==> config.mk <==
export PLATFORM = sky130hd
export DESIGN_NAME = hub75_scan_driver
export DESIGN_NICKNAME = d
export VERILOG_FILES = /design/src/rtl/hub75_pkg.sv /design/src/rtl/hub75_pixel_fetch.sv /design/src/rtl/hub75_scan_driver.sv
export SDC_FILE = /design/constraint.sdc
export NUM_CORES = 1
export LEC_CHECK = 0
export BUFFER_PORTS_ARGS = -buffer_cell sky130_fd_sc_hd__buf_2
export CAP_MARGIN = 25
export CORE_ASPECT_RATIO = 0.75
export CORE_MARGIN = 1.5
export CORE_UTILIZATION = 30
export CTS_CLUSTER_SIZE = 25
export DETAILED_ROUTE_END_ITERATION = 10
export GPL_ROUTABILITY_DRIVEN = 0
export SKIP_LAST_GASP = 1
export SLEW_MARGIN = 20
export SYNTH_ARGS = -nofsm -noshare
export SYNTH_HDL_FRONTEND = slang
export SYNTH_SLANG_ARGS = --single-unit
==> constraint.sdc <==
create_clock -name i_clk -period 3.35 [get_ports i_clk]
set_input_delay 0.335 -clock i_clk [delete_from_list [all_inputs] [get_ports i_clk]]
set_output_delay 0.335 -clock i_clk [all_outputs]
set_load 0.02 [all_outputs]
==> src/rtl/hub75_pkg.sv <==
// Shared types and helpers for the HUB75 scan driver: FSM states, RGB565 field layout,
// panel geometry defaults and pixel RAM address packing.
package hub75_pkg;

  localparam int COLS_DEF      = 64;
  localparam int HALF_ROWS_DEF = 32;
  localparam int COL_W         = 6;
  localparam int ROW_W         = 5;
  localparam int ADDR_W        = 1 + ROW_W + COL_W;
  localparam int CH_W          = 5;

  localparam int R_LSB = 11;
  localparam int G_LSB = 6;
  localparam int B_LSB = 0;

  typedef enum logic [1:0] {
    ST_IDLE,
    ST_SHIFT,
    ST_LATCH,
    ST_DISPLAY
  } state_t;

  typedef struct packed {
    logic [CH_W-1:0] r;
    logic [CH_W-1:0] g;
    logic [CH_W-1:0] b;
  } rgb555_t;

  function automatic logic [ADDR_W-1:0] pack_addr(input logic             half,
                                                  input logic [ROW_W-1:0] row,
                                                  input logic [COL_W-1:0] col);
    return {half, row, col};
  endfunction

  // Green is reduced to 5 bits so all three channels share one set of bit planes.
  function automatic rgb555_t unpack_565(input logic [15:0] d);
    rgb555_t p;
    logic    unused_g_lsb;
    unused_g_lsb = d[G_LSB-1];
    p.r = d[R_LSB +: CH_W];
    p.g = d[G_LSB +: CH_W];
    p.b = d[B_LSB +: CH_W];
    return p;
  endfunction

endpackage

==> src/rtl/hub75_pixel_fetch.sv <==
// Column sequencer for one shift pass: two RAM reads per column (upper then lower half),
// pixel capture, and per-plane colour bits plus shift clock for the panel.
module hub75_pixel_fetch
  import hub75_pkg::*;
#(
  parameter int COLS    = COLS_DEF,
  parameter int PLANE_W = 3
) (
  input  logic               i_clk,
  input  logic               i_rst_n,
  input  logic               i_active,
  input  logic [ROW_W-1:0]   i_row,
  input  logic [PLANE_W-1:0] i_plane,
  input  logic [15:0]        i_r_data,
  output logic [ADDR_W-1:0]  o_r_addr,
  output logic               o_r_enable,
  output logic               o_sclk,
  output logic               o_done,
  output logic               o_r1,
  output logic               o_g1,
  output logic               o_b1,
  output logic               o_r2,
  output logic               o_g2,
  output logic               o_b2
);

  logic [1:0]       r_phase;
  logic [COL_W-1:0] r_col;
  rgb555_t          r_up;
  rgb555_t          r_lo;
  rgb555_t          w_lo;

  always_ff @(posedge i_clk) begin
    if (!i_rst_n) begin
      r_phase <= '0;
      r_col   <= '0;
      r_up    <= '0;
      r_lo    <= '0;
    end else if (!i_active) begin
      r_phase <= '0;
      r_col   <= '0;
    end else begin
      r_phase <= r_phase + 2'd1;
      if (r_phase == 2'd3) begin
        r_col <= (r_col == COL_W'(COLS - 1)) ? '0 : r_col + 1'b1;
      end
      if (r_phase == 2'd1) r_up <= unpack_565(i_r_data);
      if (r_phase == 2'd2) r_lo <= unpack_565(i_r_data);
    end
  end

  // Lower pixel arrives in C2; pass it straight through so both halves are valid a full
  // cycle before the sclk rising edge in C3.
  always_comb begin
    w_lo       = (i_active && r_phase == 2'd2) ? unpack_565(i_r_data) : r_lo;
    o_r_addr   = i_active ? pack_addr(r_phase[0], i_row, r_col) : '0;
    o_r_enable = i_active && !r_phase[1];
    o_sclk     = i_active && (r_phase == 2'd3);
    o_done     = i_active && (r_phase == 2'd3) && (r_col == COL_W'(COLS - 1));
    o_r1       = r_up.r[i_plane];
    o_g1       = r_up.g[i_plane];
    o_b1       = r_up.b[i_plane];
    o_r2       = w_lo.r[i_plane];
    o_g2       = w_lo.g[i_plane];
    o_b2       = w_lo.b[i_plane];
  end

endmodule

==> src/rtl/hub75_scan_driver.sv <==
// HUB75 64x64 1/32-scan panel driver: row/plane sequencing, latch and BCM output-enable
// timing around the pixel fetch shift pass.
module hub75_scan_driver
  import hub75_pkg::*;
#(
  parameter int COLS       = COLS_DEF,
  parameter int HALF_ROWS  = HALF_ROWS_DEF,
  parameter int PLANES     = 5,
  parameter int BASE_TICKS = 8
) (
  input  logic              i_clk,
  input  logic              i_rst_n,
  input  logic              i_enable,
  output logic [ADDR_W-1:0] o_r_addr,
  output logic              o_r_enable,
  input  logic [15:0]       i_r_data,
  output logic              o_r1,
  output logic              o_g1,
  output logic              o_b1,
  output logic              o_r2,
  output logic              o_g2,
  output logic              o_b2,
  output logic [ROW_W-1:0]  o_row,
  output logic              o_sclk,
  output logic              o_lat,
  output logic              o_oe_n,
  output logic              o_frame_done
);

  localparam int PLANE_W = $clog2(PLANES);
  localparam int CNT_W   = $clog2(BASE_TICKS << (PLANES - 1)) + 1;

  state_t             r_state;
  logic [ROW_W-1:0]   r_row_cnt;
  logic [ROW_W-1:0]   r_row;
  logic [PLANE_W-1:0] r_plane;
  logic [CNT_W-1:0]   r_cnt;
  logic               r_lat;
  logic               r_oe_n;
  logic               r_frame_done;
  logic               w_active;
  logic               w_done;

  assign w_active = (r_state == ST_SHIFT);

  hub75_pixel_fetch #(
    .COLS    (COLS),
    .PLANE_W (PLANE_W)
  ) u_fetch (
    .i_clk      (i_clk),
    .i_rst_n    (i_rst_n),
    .i_active   (w_active),
    .i_row      (r_row_cnt),
    .i_plane    (r_plane),
    .i_r_data   (i_r_data),
    .o_r_addr   (o_r_addr),
    .o_r_enable (o_r_enable),
    .o_sclk     (o_sclk),
    .o_done     (w_done),
    .o_r1       (o_r1),
    .o_g1       (o_g1),
    .o_b1       (o_b1),
    .o_r2       (o_r2),
    .o_g2       (o_g2),
    .o_b2       (o_b2)
  );

  always_ff @(posedge i_clk) begin
    if (!i_rst_n) begin
      r_state      <= ST_IDLE;
      r_row_cnt    <= '0;
      r_row        <= '0;
      r_plane      <= '0;
      r_cnt        <= '0;
      r_lat        <= 1'b0;
      r_oe_n       <= 1'b1;
      r_frame_done <= 1'b0;
    end else begin
      r_frame_done <= 1'b0;
      case (r_state)
        ST_IDLE: begin
          r_oe_n <= 1'b1;
          if (i_enable) r_state <= ST_SHIFT;
        end
        ST_SHIFT: begin
          if (w_done) begin
            r_state <= ST_LATCH;
            r_lat   <= 1'b1;
            r_row   <= r_row_cnt;
          end
        end
        ST_LATCH: begin
          r_state <= ST_DISPLAY;
          r_lat   <= 1'b0;
          r_oe_n  <= 1'b0;
          r_cnt   <= CNT_W'((BASE_TICKS << r_plane) - 1);
        end
        ST_DISPLAY: begin
          if (r_cnt == '0) begin
            r_oe_n <= 1'b1;
            if (r_plane == PLANE_W'(PLANES - 1)) begin
              r_plane <= '0;
              if (r_row_cnt == ROW_W'(HALF_ROWS - 1)) begin
                r_row_cnt    <= '0;
                r_frame_done <= 1'b1;
              end else begin
                r_row_cnt <= r_row_cnt + 1'b1;
              end
            end else begin
              r_plane <= r_plane + 1'b1;
            end
            // Enable only matters at a period boundary; stopping restarts the frame.
            if (i_enable) begin
              r_state <= ST_SHIFT;
            end else begin
              r_state   <= ST_IDLE;
              r_row_cnt <= '0;
              r_plane   <= '0;
            end
          end else begin
            r_cnt <= r_cnt - 1'b1;
          end
        end
        default: r_state <= ST_IDLE;
      endcase
    end
  end

  assign o_row        = r_row;
  assign o_lat        = r_lat;
  assign o_oe_n       = r_oe_n;
  assign o_frame_done = r_frame_done;

endmodule

# Word-level counts from Yosys, hierarchy flattened
# Index checks and enable logic that the tools add are counted.
# classes
add_sub_neg	6
order_cmp	1
n_eq_ne	14
n_shift	1
n_mux	32
reduce_logical	21
# op_table
cell	count
binary-select mux 1 bit (select 3 bit)	6
one-hot mux 8 bit (2 select lines)	1
AND reduction 2 bit	8
two-way mux 15 bit	1
two-way mux 5 bit	3
two-way mux 12 bit	1
two-way mux 1 bit	10
== test 2 bit, second input constant	4
zero test 8 bit	1
two-way mux 8 bit	1
!= test 2 bit, second input constant	4
one-hot mux 2 bit (4 select lines)	1
<< shifter 4 x 3 -> 8 bit, first input constant	1
subtractor 8 x 1 -> 8 bit, second input constant	1
subtractor 8 x 2 -> 8 bit, second input constant	1
adder 6 x 1 -> 6 bit, second input constant	1
== test 6 bit, second input constant	1
two-way mux 2 bit	3
two-way mux 3 bit	2
two-way mux 6 bit	1
AND reduction 3 bit	2
adder 5 x 1 -> 5 bit, second input constant	1
== test 5 bit, second input constant	1
== test 2 x 1 -> 1 bit, second input constant	2
other kinds (13)	17
# word_totals
regBits	64
input_bits	19
output_inout_bits	28
wordCells	91

# Logic depth before layout (Yosys ltp)
# Gate-level depths: netlist of the first run.
# logic_depth
word_depth	5
mapped_depth	9
ltp_nobuf	8

# Hierarchy
# From an unflattened synthesis of the first run, not the netlist that was laid out.
# unflattened
cells_unflattened	393
area_unflattened_um2	3363.2
# modules_own_cells
module	instances	cells_per_inst	area_each_um2	seq_area_each_um2
hub75_pixel_fetch	1	205	1845.5	760.7
hub75_scan_driver	1	188	1517.7	520.5

# Least setup slack after synthesis of the first run
# No wires, ideal clock.
# synth_path
path_kind	register -> register
startpoint	register r_plane[0]
endpoint	register r_cnt[7]
setup_time_ps	86
t_arrival_ps	2249
path_slack_ps	1016
path_stages_with_launch	10
path_buffers	1
period_less_slack_ps	2334
path_cell_list	dfxtp_1 -> buf_2 -> inv_1 -> ha_1 -> nand2b_1 -> ha_1 -> or4b_2 -> o21ai_0 -> o31ai_1 -> a211oi_1
# synth_via
elab_chain_cells	3
# synth_rtl
item	line_no	source
start: declaration	hub75_scan_driver.sv:36	logic [PLANE_W-1:0] r_plane;
start signal: assignment	hub75_scan_driver.sv:110	r_plane <= r_plane + 1'b1;
<< shifter 4 x 3 -> 8 bit	hub75_scan_driver.sv:96	r_cnt <= CNT_W'((BASE_TICKS << r_plane) - 1);
subtractor 8 x 2 -> 8 bit	hub75_scan_driver.sv:96	
one-hot mux 8 bit (2 select lines)	hub75_scan_driver.sv:80	case (r_state)
end signal: assignment	hub75_scan_driver.sv:96	
end signal: assignment	hub75_scan_driver.sv:121	r_cnt <= r_cnt - 1'b1;
end: declaration	hub75_scan_driver.sv:37	logic [CNT_W-1:0] r_cnt;
# Every way passes these cells.
# A chain may end at the register's enable or synchronous reset.

# Worst setup path after layout of the first run
# layout_path
startpoint	register u_fetch.r_phase[0]
endpoint	output port o_r2
# layout_via
elab_chain_cells	5
# layout_rtl
item	line_no	source
start: declaration	hub75_pixel_fetch.sv:27	logic [1:0] r_phase;
start signal: assignment	hub75_pixel_fetch.sv:43	r_phase <= r_phase + 2'd1;
== test 2 bit	hub75_pixel_fetch.sv:55	w_lo = (i_active && r_phase == 2'd2) ? unpack_565(i_r_data) : r_lo;
logical AND 1 bit	hub75_pixel_fetch.sv:55	
two-way mux 15 bit	hub75_pixel_fetch.sv:55	
binary-select mux 1 bit (select 3 bit)	hub75_pixel_fetch.sv:63	o_r2 = w_lo.r[i_plane];
two-way mux 1 bit (not written as such)	hub75_pixel_fetch.sv:63	
end: declaration	hub75_scan_driver.sv:20	output logic o_r2,
# Every way passes these cells. The select of a mux whose other input is x is not followed.

==> results.json, run 1 <==
{
  "wire_per_inst_um": 14.2,
  "clk_latency_ns": 0.33,
  "path_cells": "inv_1 -> ha_1 -> buf_4 -> nand2_1 -> buf_4 -> mux4_2 -> mux2i_1 -> o22ai_1 -> buf_2",
  "rsz0062_at_grt": "no",
  "dp_hpwl_um": 5820,
  "die-area_mm2": 0.0119,
  "worstSetupEndpointType": "output pin",
  "antenna_found_initial": 0,
  "cts_resized": 0,
  "ant_nets": 0,
  "start_kind": "flop",
  "final_common_cell": "nand2_1",
  "synthCells": 393,
  "met2_usage_pct": 23.8,
  "cpPeakStageDelay_ns": 0.41,
  "core-area_mm2": 0.0109,
  "die_y_um": 94.7,
  "nNetsFinal": 469,
  "yosysSeqAreaShare_pct": 38.1,
  "slowest_stage": "nand2_1",
  "gr-max-usage-layer": "met2",
  "cts_tree": "yes",
  "p_leak_nw": 1.62,
  "drive_above_1_share_pct": 18.3,
  "ys_warn_count": 0,
  "drv_slew": 0,
  "fin_tns_setup_ns": 0,
  "die_x_um": 125,
  "netlist.area_leader.share_pct": 38.1,
  "ys_seq_elements": 64,
  "pin_count": 47,
  "finalPower_mw": 2.50,
  "met3_usage_pct": 4.08,
  "initial_core_util_pct": 30.8,
  "num_rows": 33,
  "drcViolationCount": 0,
  "synth_top_area_cell": "dfxtp_1",
  "finalHoldViolCount": 0,
  "globalRoute.totalOverflow": 0,
  "cts_made_buffers": 9,
  "crit_arrival_ns": 2.60,
  "required_ns": 3.01,
  "wl_um": 8200,
  "async_flop_share_pct": 0,
  "first_pass_iters": 4,
  "finClkSkew_ns": 0.00571,
  "io_buffers": 45,
  "hp-class": "primary input to flop",
  "synth_cell_type_count": 50,
  "area_delta_synth_final_pct": 19.8,
  "cts_sinks": 64,
  "synth_area_leaders": "dfxtp_1 38%, nand2_1 8.0%, ha_1 7.1%, mux4_2 6.0%, a21oi_1 5.4%",
  "worst_slew_pin_slew_ns": 0.888,
  "met1_usage_pct": 18.2,
  "root_buffer": "clkbuf_16",
  "path_max_fanout": 15,
  "grt_pass1_wl_um": 13600,
  "grt_max_degree": 34,
  "viasPerCell": 5.13,
  "crit_type": "flop to output pin",
  "first_global_vias": 2768,
  "clk_pin_slew_ns": 0.05,
  "hold_slack_ns": 0.266,
  "slew_headroom_pct": 40.8,
  "cap_violations": 0,
  "synth_fp_nets": 431,
  "fillCellCount": 1145,
  "synth_edf_count": 0,
  "clockBufferDepth": 2,
  "synth_ff_type": "dfxtp_1",
  "diodes": 0,
  "finalSetupViolCount": 0,
  "synthesis.area_mm2": 0.00336,
  "powerDensity_mw_per_mm2": 621,
  "htree_levels": 3,
  "grt_usage_pct": 14.4,
  "fin_crit_sh_pct": 87.5,
  "post-route-min-period_ns": 2.93,
  "postLayoutCoreUtil_pct": 37.0,
  "fmax_mhz": 341,
  "dr.first_iter.drc_count": 135,
  "final_cell_mix": "72 x nand2_1, 64 x dfxtp_1, 45 x buf_2",
  "ctsHoldBuffers": 0,
  "status": "finished clean",
  "ir_worst_vdd_mv": 0.287,
  "dpl_cell_area_mm2": 0.00371,
  "critPathMostFrequentCell": "buf_4",
  "vias": 2953,
  "synth_area_per_cell_um2": 8.55,
  "postCtsSetupBuffers": 0,
  "finalInstanceArea_mm2": 0.00403
}
==> worst max-delay path, delay by kind of cell, from the launching register on <==
kind | cells | cell delay (ns)
AO/OA/AOI/OAI | 1 | 0.10
adder cells (fa/ha/maj) | 1 | 0.19
buffers and inverters | 4 | 0.70
flip-flops | 1 | 0.40
multiplexers | 2 | 0.46
AND/OR/NAND/NOR | 1 | 0.41
==> path summary, 6_finish.rpt <==
path / start / to / slack [ns] / cells past startpoint
worst max-delay path: u_fetch.r_phase[0]$_SDFF_PN0_ / o_r2 / 0.42 / 9
worst min-delay path: i_r_data[4] / u_fetch.r_up[4]$_SDFFE_PN0P_ / 0.27 / 3
worst max register to register: r_plane[1]$_SDFFE_PN0P_ / r_cnt[7]$_SDFFE_PN0P_ / 0.92 / 8
worst min register to register: u_fetch.r_lo[10]$_SDFFE_PN0N_ / u_fetch.r_lo[10]$_SDFFE_PN0N_ / 0.45 / 2
==> cells in the mapped netlist, drive strengths merged, types with 4 or more instances <==
master	number
nand2	72
dfxtp	64
a21oi	36
nor2	25
nand3	24
ha	19
clkbuf	18
and2	16
inv	14
mux2i	13
mux4	9
a211oi	6
buf	6
o21ai	6
a31oi	5
o22ai	5
nand4	4
nor2b	4
or3	4
xnor2	4
==> where the power goes <==
part | switching, mW | internal [mW] | total [mW]
Clock | 0.340 | 0.670 | 1.01
Combinational | 0.405 | 0.213 | 0.618
Sequential | 0.0614 | 0.814 | 0.875
==> sequential cells by signal (all words and copies together) (netlist names) <==
signal / cells
r_cnt: 8
u_fetch.r_up: 15
o_lat: 1
o_row: 5
u_fetch.r_lo: 15
u_fetch.r_col: 6
o_frame_done: 1
r_state: 2
u_fetch.r_phase: 2
r_plane: 3
o_oe_n: 1
r_row_cnt: 5
==> cell type report <==
cell class | count | area, µm² | share of cell area (%)
timing repair buffer | 51 | 270 | 6.71
sequential | 64 | 1280 | 31.8
clock inverter | 5 | 80.1 | 1.99
tap | 140 | 175 | 4.35
multi-input combinational | 291 | 1930 | 47.8
clock buffer | 11 | 243 | 6.02
inverter | 14 | 52.6 | 1.30
==> per-layer routing <==
| layer | vias to the layer above | wire length (µm) |
|---|---|---|
| li1 | 1463 | - |
| met1 | 1440 | 3990 |
| met2 | 40 | 3830 |
| met3 | 10 | 272 |
| met4 | 0 | 105 |
| met5 | - | 0 |
==> cell families after synthesis <==
logic type      share of synthesized area, %
simple gates                            24.5
compound gates                          13.9
flops                                   38.1
buf+inv                                 4.58
mux                                     10.2
fa+ha+maj                               7.07
xor+xnor                                1.56
==> metrics by stage <==
stage / setup WS [ns] / std cells
6_report: 0.418 / 576
4_1_cts: 0.409 / 576
3_5_place_dp: 0.762 / 560
2_1_floorplan: 1.02 / 393
3_3_place_gp: 0.790 / 560
5_1_grt: 0.205 / 576
Note: power is estimated with default switching activity, not from simulation.
==> run 2, diff against run 1 <==
BUFFER_PORTS_ARGS = not set   (was -buffer_cell sky130_fd_sc_hd__buf_2)
DONT_BUFFER_PORTS = 1   (was not set)
==> results.json, run 2 (same netlist as run 1, synthesis figures left out) <==
{
  "first_global_vias": 2666,
  "critPathBufInv": 4,
  "ir_worst_vdd_mv": 0.261,
  "start_kind": "flop",
  "critPathMostFrequentCell": "buf_4",
  "antenna_found_initial": 0,
  "final_cell_mix": "72 x nand2_1, 64 x dfxtp_1, 36 x a21oi_1",
  "viasPerCell": 5.31,
  "area_delta_synth_final_pct": 13.8,
  "first_pass_iters": 5,
  "fin_tns_setup_ns": 0,
  "core-area_mm2": 0.0109,
  "io_buffers": 0,
  "timing.reg2reg.setup_slack_ns": 0.89,
  "cap_violations": 0,
  "fmax_mhz": 352,
  "path_cells": "inv_1 -> ha_1 -> buf_4 -> nand2_1 -> buf_4 -> mux4_2 -> mux2i_1 -> o22ai_1 -> buf_4",
  "fin_crit_sh_pct": 84.9,
  "pin_count": 47,
  "min-delay-start": "i_rst_n",
  "dp_cells": 518,
  "diodes": 0,
  "cts_sinks": 64,
  "postLayoutCoreUtil_pct": 35.1,
  "wl_um": 7890,
  "crit_family": "buffers and inverters",
  "drive_above_1_share_pct": 9.64,
  "path_max_fanout": 13,
  "initial_core_util_pct": 30.8,
  "crit_arrival_ns": 2.51,
  "crit_type": "flop to output pin",
  "status": "finished clean",
  "vias": 2838,
  "reg2reg_from": "r_plane[1]$_SDFFE_PN0P_",
  "finClkSkew_ns": 0.00537,
  "switching_power_uw": 785,
  "finalSetupViolCount": 0,
  "multi_input_area_mm2": 0.00193,
  "clk_latency_ns": 0.33,
  "swShare_pct": 31.8,
  "finalHoldViolCount": 0,
  "cts_tree": "yes",
  "postCtsSetupBuffers": 0,
  "drv_slew": 0,
  "p_seq_share_pct": 35.6,
  "cts_made_buffers": 9,
  "clock_power_share_pct": 40.9,
  "clockBufferDepth": 2,
  "place_ws_ns": 0.852,
  "p_comb_share_pct": 23.5,
  "nNetsFinal": 427,
  "required_ns": 3.01,
  "dr.first_iter.drc_count": 207,
  "clk_pin_slew_ns": 0.05,
  "post-route-min-period_ns": 2.84,
  "htree_levels": 3,
  "slew_headroom_pct": 45.7,
  "p_leak_nw": 1.41,
  "cts_resized": 0,
  "slowest_stage": "dfxtp_1",
  "die-area_mm2": 0.0119,
  "stdcell_count": 534,
  "dp_hpwl_um": 5730,
  "cp-startpoint": "u_fetch.r_phase[0]$_SDFF_PN0_",
  "rsz0062_at_grt": "no",
  "globalRoute.totalOverflow": 0,
  "worst_slew_pin_slew_ns": 0.807,
  "die_x_um": 125,
  "grt_max_degree": 34,
  "wire_per_inst_um": 14.8,
  "powerDensity_mw_per_mm2": 645,
  "fillCellCount": 1141,
  "ant_nets": 0,
  "worstSetupEndpointType": "output pin",
  "final_common_cell": "nand2_1",
  "ctsHoldBuffers": 0,
  "p_int_mw": 1.68,
  "root_buffer": "clkbuf_16",
  "setup_slack_ns": 0.507,
  "seq_area_mm2": 0.00128,
  "drcViolationCount": 0,
  "hp-class": "primary input to flop",
  "grt_usage_pct": 14.4,
  "reg_top3": "u_fetch.r_lo x15, u_fetch.r_up x15, r_cnt x8",
  "die_y_um": 94.7,
  "grt_pass1_wl_um": 13700,
  "cpPeakStageDelay_ns": 0.39,
  "num_rows": 33
}
==> run 2: cell count changes in the layout (fill, tap and decap cells not counted), sizes merged <==
cell    delta
buf       -42
inv        -1
clkinv     +1
==> run 2: final timing paths <==
| check | cells past startpoint | to |
|---|---|---|
| setup / recovery | 9 | o_r2 |
| setup reg to reg | 8 | r_cnt[7]$_SDFFE_PN0P_ |
| hold reg to reg | 2 | u_fetch.r_lo[13]$_SDFFE_PN0N_ |
| hold / removal | 1 | o_oe_n$_SDFFE_PN1P_ |
==> run 2: worst reg2reg max path, delay by kind of cell (launching register included) <==
kind	cells	cell delay [ns]
and+or+nand+nor	2	0.71
DFF	1	0.49
adders and majority gates	2	0.49
AOI/OAI and AO/OA	3	0.43
buffers and inverters	1	0.23
==> run 2: final cells by class <==
| class | instances | share of cell area, % |
|---|---|---|
| multi-input combinational | 291 | 50.4 |
| sequential | 64 | 33.5 |
| clock buffer | 11 | 6.34 |
| tap | 140 | 4.58 |
| clock inverter | 5 | 2.09 |
| timing repair buffer | 9 | 1.77 |
| inverter | 14 | 1.37 |
==> run 2: power groups by stage <==
stage	Clock [mW]	Combinational, mW	Sequential (mW)
after floorplan	0	0.494	0.876
after global placement	0	0.562	0.893
after detailed placement	0	0.576	0.895
after CTS	1.03	0.581	0.879
after global routing	1.07	0.661	0.889
final	1.01	0.580	0.879
==> run 2: layer usage <==
layer	track usage (%)	vias to the layer above	share of wire (%)	wire [µm]
met4	4.64	0	1.6	124
li1	-	1379	-	-
met1	18.3	1376	46	3660
met5	0	-	0	0
met2	22.9	70	46	3590
met3	5.04	13	6.4	503
==> run 2: through the flow <==
| step | power [mW] | hold slack [ns] | area, µm² |
|---|---|---|---|
| after floorplan | 1.37 | 0.433 | 3360 |
| after global placement | 1.46 | 0.417 | 3500 |
| after detailed placement | 1.47 | 0.422 | 3500 |
| after CTS | 2.49 | 0.0761 | 3830 |
| after global routing | 2.62 | 0.101 | 3830 |
| final | 2.47 | 0.0936 | 3830 |
==> run 3, diff against run 2 <==
clock period = 2.68 ns   (was 3.35 ns; I/O delays follow)
==> results.json, run 3 (same netlist as run 1, synthesis figures left out) <==
{
  "final_common_cell": "nand2_1",
  "grt_max_degree": 34,
  "cap_violations": 0,
  "drcViolationCount": 0,
  "htree_levels": 3,
  "die_y_um": 94.7,
  "path_max_fanout": 11,
  "cts_tree": "yes",
  "place_ws_ns": 0.407,
  "initial_core_util_pct": 30.8,
  "crit_arrival_ns": 2.27,
  "dr.first_iter.drc_count": 141,
  "slowest_stage": "dfxtp_1",
  "finalHoldViolCount": 0,
  "cts_sinks": 64,
  "crit_type": "flop to output pin",
  "drive_above_1_share_pct": 10.8,
  "finalPower_mw": 3.31,
  "cp-startpoint": "r_state[1]$_SDFFE_PN0P_",
  "area_delta_synth_final_pct": 16.2,
  "required_ns": 2.41,
  "worstSetupEndpointType": "output pin",
  "final_cell_mix": "71 x nand2_1, 64 x dfxtp_1, 36 x a21oi_1",
  "status": "finished clean",
  "clk_pin_slew_ns": 0.06,
  "slew_headroom_pct": 46.9,
  "clockBufferDepth": 2,
  "reg2regPathDepth": 5,
  "clk_latency_ns": 0.33,
  "drv_slew": 0,
  "endpoint": "o_b2",
  "hp-class": "primary input to flop",
  "start_kind": "flop",
  "fin_tns_setup_ns": 0,
  "path_cells": "inv_1 -> ha_1 -> nand2_2 -> mux4_2 -> mux2i_1 -> o22ai_1 -> buf_4",
  "io_buffers": 0,
  "finClkSkew_ns": 0.00678,
  "timing.reg2reg.setup_slack_ns": 0.44,
  "rsz0062_at_grt": "no",
  "wire_per_inst_um": 14.8,
  "p_leak_nw": 1.46,
  "grt_pass1_wl_um": 13600,
  "powerDensity_mw_per_mm2": 848,
  "nNetsFinal": 430,
  "die-area_mm2": 0.0119,
  "ir_worst_vdd_mv": 0.347,
  "cpPeakStageDelay_ns": 0.39,
  "setup_slack_ns": 0.143,
  "ant_nets": 0,
  "worst_slew_pin_slew_ns": 0.789,
  "vias": 2770,
  "dp_hpwl_um": 5730,
  "antenna_found_initial": 0,
  "first_pass_iters": 5,
  "wl_um": 7960,
  "first_global_vias": 2711,
  "cts_made_buffers": 9,
  "timing.rr.end": "r_row_cnt[3]$_SDFFE_PN0P_",
  "reg_top3": "u_fetch.r_lo x15, u_fetch.r_up x15, r_cnt x8",
  "post-route-min-period_ns": 2.54,
  "root_buffer": "clkbuf_16",
  "die_x_um": 125,
  "seq_area_mm2": 0.00128,
  "fin_crit_sh_pct": 94.7,
  "grt_usage_pct": 14.3,
  "core-area_mm2": 0.0109,
  "multi_input_area_mm2": 0.00193,
  "finalSetupViolCount": 0,
  "diodes": 0,
  "fmax_mhz": 394,
  "reg2reg_from": "r_state[0]$_SDFFE_PN0P_",
  "pin_count": 47,
  "viasPerCell": 5.16,
  "globalRoute.totalOverflow": 0,
  "num_rows": 33,
  "fillCellCount": 1163
}
run 3: per-stage QoR:
step	util, %	instance area, µm²	hold WS (ns)	cells
final	35.8	3910	0.0229	537
after CTS	35.8	3900	0.0103	537
after global placement	32.3	3530	0.349	521
after detailed placement	32.3	3530	0.357	521
after floorplan	-	3360	0.404	393
after global routing	35.8	3910	0.0311	537
run 3: final cells by class:
type                       count  area share, %
multi-input combinational    291           49.4
sequential                    64           32.8
clock buffer                  10           6.12
tap                          140           4.49
clock inverter                 6           3.52
timing repair buffer          12           2.31
inverter                      14           1.35
run 3: how the worst min path moves through the flow:
stage                 from                            to  slack [ns]  depth (start not counted)
2_1_floorplan  i_r_data[0]  u_fetch.r_up[0]$_SDFFE_PN0P_        0.40                          2
3_3_place_gp       i_rst_n           o_oe_n$_SDFFE_PN1P_        0.35                          1
3_5_place_dp       i_rst_n           o_oe_n$_SDFFE_PN1P_        0.36                          1
4_1_cts            i_rst_n           o_oe_n$_SDFFE_PN1P_        0.01                          1
5_1_grt            i_rst_n           o_oe_n$_SDFFE_PN1P_        0.03                          1
6_report           i_rst_n           o_oe_n$_SDFFE_PN1P_        0.02                          1
run 3: report_power, final:
group | switching, mW | leakage, nW | internal (mW)
combinational | 0.476 | 0.756 | 0.250
sequential | 0.0760 | 0.516 | 1.02
clock | 0.456 | 0.184 | 1.03
run 3: critical path: cells and delay by family (launching register included):
family          cells  cell delay [ns]
compound gates      1             0.15
simple gates        1             0.22
mux                 2             0.64
fa+ha+maj           1             0.24
flops               1             0.39
buf+inv             2             0.28
run 3: repair_timing:
item / CTS / global route
hold buffers: 0 / 0
buffers inserted: 0 / 0
gates resized for setup: 0 / 1
setup endpoints to repair: 0 / 3
run 3: metal layers:
| layer | routed length (µm) | share of wire, % | GRT usage (%) |
|---|---|---|---|
| met5 | 0 | 0 | 0 |
| met1 | 3760 | 47 | 17.9 |
| met2 | 3610 | 45 | 22.4 |
| met4 | 76 | 0.96 | 3.79 |
| met3 | 516 | 6.5 | 6.52 |
